**src/rtl/div_seq.sv**
```systemverilog
// Multi-cycle restoring divider for MIPS DIV/DIVU: one quotient bit per clock,
// with a combinational stall request to CTRL and a one-cycle result strobe.
module div_seq #(
    parameter int unsigned WIDTH = 32,
    parameter int unsigned CNT_W = 6
) (
    input  logic             clk,
    input  logic             rst,
    input  logic             div_start,
    input  logic             div_signed,
    input  logic [WIDTH-1:0] dividend,
    input  logic [WIDTH-1:0] divisor,
    input  logic             cancel,
    output logic             stallreq_for_div,
    output logic             busy,
    output logic             result_valid,
    output logic [WIDTH-1:0] quotient,
    output logic [WIDTH-1:0] remainder
);

    typedef enum logic [1:0] {
        IDLE = 2'd0,
        CALC = 2'd1,
        DONE = 2'd2
    } state_t;

    localparam logic [CNT_W-1:0] LAST_ITER = CNT_W'(WIDTH - 1);

    state_t           state;
    logic [CNT_W-1:0] cnt;
    logic [WIDTH-1:0] rem;
    logic [WIDTH-1:0] quo;
    logic [WIDTH-1:0] dvsr;
    logic             neg_q;
    logic             neg_r;

    logic             dividend_neg;
    logic             divisor_neg;
    logic [WIDTH-1:0] abs_dividend;
    logic [WIDTH-1:0] abs_divisor;
    logic             accept;

    logic [WIDTH:0]   trial;
    logic [WIDTH:0]   diff;
    logic [WIDTH-1:0] rem_nx;
    logic [WIDTH-1:0] quo_nx;
    logic [WIDTH-1:0] q_fix;
    logic [WIDTH-1:0] r_fix;

    // Operand magnitudes; negation only for signed requests
    always_comb begin
        dividend_neg = div_signed & dividend[WIDTH-1];
        divisor_neg  = div_signed & divisor[WIDTH-1];
        abs_dividend = dividend_neg ? (~dividend + WIDTH'(1)) : dividend;
        abs_divisor  = divisor_neg  ? (~divisor  + WIDTH'(1)) : divisor;
        accept       = (state == IDLE) & div_start & ~cancel;
    end

    // One restoring step: shift {rem, quo}, trial-subtract with a carry bit
    always_comb begin
        trial = {rem, quo[WIDTH-1]};
        diff  = trial - {1'b0, dvsr};
        if (!diff[WIDTH]) begin
            rem_nx = diff[WIDTH-1:0];
            quo_nx = {quo[WIDTH-2:0], 1'b1};
        end else begin
            rem_nx = trial[WIDTH-1:0];
            quo_nx = {quo[WIDTH-2:0], 1'b0};
        end
        q_fix = neg_q ? (~quo_nx + WIDTH'(1)) : quo_nx;
        r_fix = neg_r ? (~rem_nx + WIDTH'(1)) : rem_nx;
    end

    // Sequencer state, datapath registers and result registers
    always_ff @(posedge clk) begin
        if (rst) begin
            state     <= IDLE;
            cnt       <= '0;
            rem       <= '0;
            quo       <= '0;
            dvsr      <= '0;
            neg_q     <= 1'b0;
            neg_r     <= 1'b0;
            quotient  <= '0;
            remainder <= '0;
        end else begin
            case (state)
                IDLE: begin
                    if (accept) begin
                        neg_q <= dividend_neg ^ divisor_neg;
                        neg_r <= dividend_neg;
                        rem   <= '0;
                        cnt   <= '0;
                        quo   <= abs_dividend;
                        dvsr  <= abs_divisor;
                        if (divisor == '0) begin
                            // Divide by zero skips CALC and reports the raw dividend
                            quotient  <= '1;
                            remainder <= dividend;
                            state     <= DONE;
                        end else begin
                            state <= CALC;
                        end
                    end
                end
                CALC: begin
                    if (cancel) begin
                        state <= IDLE;
                    end else begin
                        rem <= rem_nx;
                        quo <= quo_nx;
                        cnt <= cnt + CNT_W'(1);
                        if (cnt == LAST_ITER) begin
                            quotient  <= q_fix;
                            remainder <= r_fix;
                            state     <= DONE;
                        end
                    end
                end
                DONE: begin
                    state <= IDLE;
                end
                default: begin
                    state <= IDLE;
                end
            endcase
        end
    end

    // Stall drops in DONE so EX advances in the cycle it captures the result
    assign stallreq_for_div = accept | ((state == CALC) & ~cancel);
    assign busy             = (state != IDLE);
    assign result_valid     = (state == DONE) & ~cancel;

endmodule

```
**config.mk**
```make
export PLATFORM = sky130hd
export DESIGN_NAME = div_seq
export DESIGN_NICKNAME = d
export VERILOG_FILES = /design/src/rtl/div_seq.sv
export SDC_FILE = /design/constraint.sdc
export NUM_CORES = 1
export LEC_CHECK = 0
export BUFFER_PORTS_ARGS = -buffer_cell sky130_fd_sc_hd__buf_4
export CAP_MARGIN = 20
export CORE_ASPECT_RATIO = 1.2
export CORE_MARGIN = 5
export CORE_UTILIZATION = 30
export CTS_CLUSTER_DIAMETER = 200
export DETAILED_ROUTE_END_ITERATION = 12
export GPL_TIMING_DRIVEN = 0
export SYNTH_ARGS = -nofsm -noshare
export SYNTH_HDL_FRONTEND = slang
export SYNTH_SLANG_ARGS = --single-unit
```
**constraint.sdc**
```tcl
create_clock -name clk -period 11.6 [get_ports clk]
set_clock_uncertainty 0.05 [all_clocks]
set_input_delay 0.58 -clock clk [delete_from_list [all_inputs] [get_ports clk]]
set_output_delay 0.58 -clock clk [all_outputs]
set_load 0.02 [all_outputs]
```
==> Yosys cells after proc, flatten, opt, wreduce, memory -nomap -nowiden <==
Index checks and enable logic that the tools add are counted.
{ "classes": {"add_sub_neg": 6, "n_eq_ne": 8, "muxes": 30, "n_bitwise": 13, "n_reduce_logical": 8} }
{ "ops": {"columns": ["op", "n"], "rows": [
  ["$mux W32", 17],
  ["$pmux W32 S2", 4],
  ["$add A32 B1 Y32 const B", 4],
  ["$not A32 Y32", 4],
  ["$sub A33 B32 Y33", 1],
  ["$logic_not A32 Y1", 1],
  ["$mux W6", 2],
  ["$pmux W6 S2", 1],
  ["$mux W2", 4],
  ["$add A6 B1 Y6 const B", 1],
  ["$and A1 B1 Y1", 6],
  ["$eq A6 B5 Y1 const B", 1],
  ["$ne A2 B2 Y1 const B", 3],
  ["$reduce_and A5 Y1", 1],
  ["$pmux W2 S2", 1],
  ["$reduce_and A2 Y1", 2],
  ["$reduce_bool A2 Y1", 2],
  ["$ne A3 B3 Y1 const B", 1],
  ["$reduce_and A3 Y1", 1],
  ["$eq A2 B1 Y1 const B", 1],
  ["$eq A2 B2 Y1 const B", 1],
  ["$logic_not A2 Y1", 1],
  ["$ne A2 B1 Y1 const B", 1],
  ["$mux W1", 1],
  ["other kinds (3)", 3]
]} }
{ "totals": {"register_bits": 170, "inputBits": 69, "word_cells": 74} }

==> Logic depth before layout (Yosys ltp) <==
{ "logic_depth": {"ltp_word": 8, "depth_mapped": 23} }

==> Least setup slack after synthesis <==
OpenSTA, ideal clock, no wires.
{ "synth_path": {"path_type": "reg-to-reg", "from": "register quo[31]", "to": "register remainder[18]", "setup_time_ps": 86, "arrival_ps": 4531, "required_time_ps": 11464, "setup_slack_ps": 6933, "path_stages_with_launch": 23, "n_path_buf": 3, "period_less_slack_ps": 4667, "path_cell_list": "dfxtp_1 -> inv_1 -> ha_1 -> fa_1 -> nand2b_1 -> a21o_1 -> a211o_1 -> a21oi_2 -> o21a_1 -> nor2_4 -> inv_2 -> buf_2 -> clkbuf_8 -> clkbuf_1 -> nor2_1 -> a21oi_1 -> ha_1 -> inv_1 -> or4_1 -> o41ai_2 -> xor2_1 -> nand2_1 -> a211oi_1"} }
{ "synth_between": {"elab_chain_len": 8} }
{ "synth_lines": {"columns": ["element", "line_no", "source"], "rows": [
  ["from (decl)", "32", "logic [WIDTH-1:0] quo;"],
  ["from (signal assigned)", "94", "quo <= abs_dividend;"],
  ["from (signal assigned)", "111", "quo <= quo_nx;"],
  ["$sub A33 B32 Y33", "62", "diff = trial - {1'b0, dvsr};"],
  ["$mux W32 (*)", "63", "if (!diff[WIDTH]) begin"],
  ["$not A32 Y32", "71", "r_fix = neg_r ? (~rem_nx + WIDTH'(1)) : rem_nx;"],
  ["$add A32 B1 Y32", "71", null],
  ["$mux W32 (*)", "71", null],
  ["$mux W32 (*)", "113", "if (cnt == LAST_ITER) begin"],
  ["$mux W32 (*)", "107", "if (cancel) begin"],
  ["$pmux W32 S2 (*)", "87", "case (state)"],
  ["to (signal assigned)", "99", "remainder <= dividend;"],
  ["to (signal assigned)", "115", "remainder <= r_fix;"],
  ["to (decl)", "18", "output logic [WIDTH-1:0] remainder"]
]} }
Mark *: on every way between the ends. The rest lies on a longest branch, timed or not. The select of a mux whose other input is x is not followed.
A chain may end at the register's enable or synchronous reset.

==> Worst setup path in the final report <==
Same ends and word-level chain as after synthesis.

==> metrics <==
run status finished, final reports clean; Clock Latency Late Sink 0.45 ns; Clock transition at path regs 0.08 ns; FF/Latch Area 0.00340 mm2; syn avg cell area 7.54 um2; first-pass GRT wire length 71.9 mm; worst slew pin tran 1.04 ns; Slew headroom 29.8%; worst-case clock buffer depth 2; post-CTS setup buffer count 0; Initial Utilization 30.2%; minimum clock period 6.37 ns; max-slew violations 0; WP data required 11.90 ns; sequential area share after synthesis 28.5%; root buffer cell clkbuf_16; #FFs+latches synth 170; Reg2Reg Setup Slack 5.23 ns; Max Fanout on Critical Path 10; port bufs 134; CP endpoint kind register; RSZ-0062 raised after global routing no; Detailed Routing Iterations Pass 1 5; endpoint arrival time on the critical path 6.67 ns; synthesis-to-layout area growth 19.2%; CP max stage delay 0.57 ns; die area 0.0439 mm2; crit path cell chain inv_1 > ha_1 > fa_1 > nand2b_1 > a21o_1 > a211o_1 > a21oi_2 > o21a_1 > nor2_4 > inv_2 > buf_2 > clkbuf_8 > clkbuf_1 > nor2_1 > a21oi_1 > ha_1 > inv_1 > or4_1 > o41ai_2 > xor2_1 > nand2_1 > a211oi_1; FF-to-FF End remainder[18]; fraction of layout cells with a size suffix above 1 13.4%; hold depth 3; Synth async-reset ratio 0%; Distinct cells, synth 89; Main synth FF type dfxtp_1; Core Area 0.0395 mm2; antenna-violating nets left 0; wire per inst 20.9 um; Synth top area share 28.5%; Max-cap violations 0; worst min path class input pin to register; R2R depth 22; number of synthesized flops with an enable pin 0; row count 80; critical path startpoint category register; syn nets 1,691; CTS tree yes; Pleak 0.00552 uW; multi-input logic area 0.00777 mm2; CTS Buf Count 17; Cell Pwr Density 118 mW/mm2; VDD IR max 0.104 mV; Final Hold Viols 0; largest net degree at the start of global routing 18; Via density 5.47; global placement routability congestion 0.960; total congestion overflow 0; Synth Warn # 0; Post-Syn Area 0.0119 mm2; synth top area cells dfxtp_1, nor2_1, nand2_1; highest clock rate 0.157 GHz; antenna violations before repair 0; detailed-route DRC error count 0; worst r2r src quo[31]; die height 229 um; worst hold start divisor[0]; H-tree lvl count 4; ant diodes 0; placed wire-length estimate 38.3 mm; Final #Nets 1,845; final non-filler cell area 0.0142 mm2; crit path max-delay cell type or4_1; Setup Crit Path Kind register to register; drt first-iter violations 1,104; post-synth top area cell dfxtp_1; Sink Count 170; vias in the first global route 12,200; # hold bufs at CTS 0; Post-Synthesis Cells 1,584; Die Width 192 um; Total Wirelength 47.8 mm; Placement Cell Area 0.0136 mm2; Setup TNS Final 0 ns; Ports 136; Global Route Usage Sum 21.1%; via count 12,500; fillcell total 4,237; Setup violations, final 0; Worst Hold Endpoint dvsr[0]; fin crit share 54.9%; cts repair resizes 0
==> cells by family after synthesis <==
family                     after synthesis  share of synthesized area, %
and+or+nand+nor                        583                          22.6
AOI/OAI and AO/OA                      484                          27.4
buffers and inverters                  165                          6.43
muxes                                   18                          1.57
adders and majority gates               38                          4.04
xor gates and xnor gates               126                          9.40
DFF                                    170                          28.5
==> state kept, by name, indices dropped and copies added (netlist names) <==
signal and flops:
cnt 6, dvsr 32, neg_q 1, neg_r 1, quo 32, quotient 32, rem 32, remainder 32
state 2
==> worst max-delay path, delay by kind of cell (launching register included) <==
kind / cells / cell delay, ns
AOI/OAI and AO/OA: 7 / 1.78
DFF: 1 / 0.37
adders and majority gates: 3 / 1.00
and+or+nand+nor: 5 / 1.06
buffers and inverters: 6 / 1.59
xor gates and xnor gates: 1 / 0.41
==> layer usage <==
metal  vias to the layer above  wire (um)  GRT usage, %  share of wire [%]
met2                       496      22100          35.0                 46
met3                       118       3220          3.42                6.7
met1                      5863      19900          26.7                 42
met5                         -          0             0                  0
li1                       6022          -             -                  -
met4                         0       2510          9.90                5.3
==> how the worst max path moves through the flow <==
| stage | from | to | slack [ns] | cells past startpoint |
|---|---|---|---|---|
| after floorplan | quo[31] | remainder[18] | 6.93 | 22 |
| after global placement | quo[31] | remainder[18] | 5.52 | 22 |
| after detailed placement | quo[31] | remainder[18] | 5.44 | 22 |
| after CTS | quo[31] | remainder[18] | 5.39 | 22 |
| after global routing | quo[31] | remainder[18] | 5.04 | 22 |
| final | quo[31] | remainder[18] | 5.23 | 22 |
==> cells in the final DEF (no fill, tap or decap), types with 6 or more instances in the layout <==
master	synthesis	routed
o22ai_1	11	11
clkbuf_1	82	83
and3_1	11	11
or4_1	8	8
or3_1	29	29
nor2_1	229	229
o21bai_1	7	7
mux2_2	6	6
a211oi_1	69	69
nand2b_1	10	10
ha_1	37	37
a311oi_1	29	29
buf_4	3	137
o31ai_1	22	22
o41ai_1	8	8
buf_2	6	7
and2_1	7	7
nand4_1	15	15
mux2i_1	12	12
a22oi_1	26	26
nand2_1	163	163
dfxtp_1	170	170
xor2_1	68	68
o211ai_1	17	17
a31oi_1	10	10
clkbuf_8	10	10
inv_1	51	51
xnor2_1	57	57
a21oi_1	119	119
buf_1	8	8
nor3_1	32	32
nand3_1	20	20
o21a_1	7	7
nor2b_1	10	10
a21o_1	20	20
nor4_1	15	15
o21ai_0	85	85
clkbuf_16	0	17
==> report_power, final <==
group	internal (uW)	switching (uW)
registers	609	23.9
logic	159	277
clock network	328	287
==> layout make-up <==
class                           count  share of cell area, %
Inverter                           52                   1.37
Multi-Input combinational cell   1249                   54.6
Buffer                            113                   4.03
Tap cell                          533                   4.69
Clock inverter                     14                   1.27
Sequential cell                   170                   23.9
Timing Repair Buffer              135                   7.10
Clock buffer                       18                   3.02
==> through the flow <==
stage / setup slack, ns / cells / utilization (%) / hold slack [ns] / total power (uW)
floorplan: 6.93 / 1584 / - / 0.382 / 924
global placement: 5.52 / 2251 / 34.4 / 0.393 / 1070
detailed placement: 5.44 / 2252 / 34.5 / 0.403 / 1080
CTS: 5.39 / 2284 / 36.0 / 0.370 / 1680
global route: 5.04 / 2284 / 36.0 / 0.385 / 1750
finish: 5.23 / 2284 / 36.0 / 0.369 / 1680
==> cell usage after synthesis, types with 20 or more instances <==
cell type,count
nand3_1,20
nor3_1,32
dfxtp_1,170
a211oi_1,69
a21o_1,20
a21oi_1,119
o21ai_0,85
a22oi_1,26
xor2_1,68
nand2_1,163
nor2_1,229
or3_1,29
ha_1,37
xnor2_1,57
a311oi_1,29
inv_1,51
o31ai_1,22
clkbuf_1,82
No activity file was read; power rests on OpenSTA's default activity.
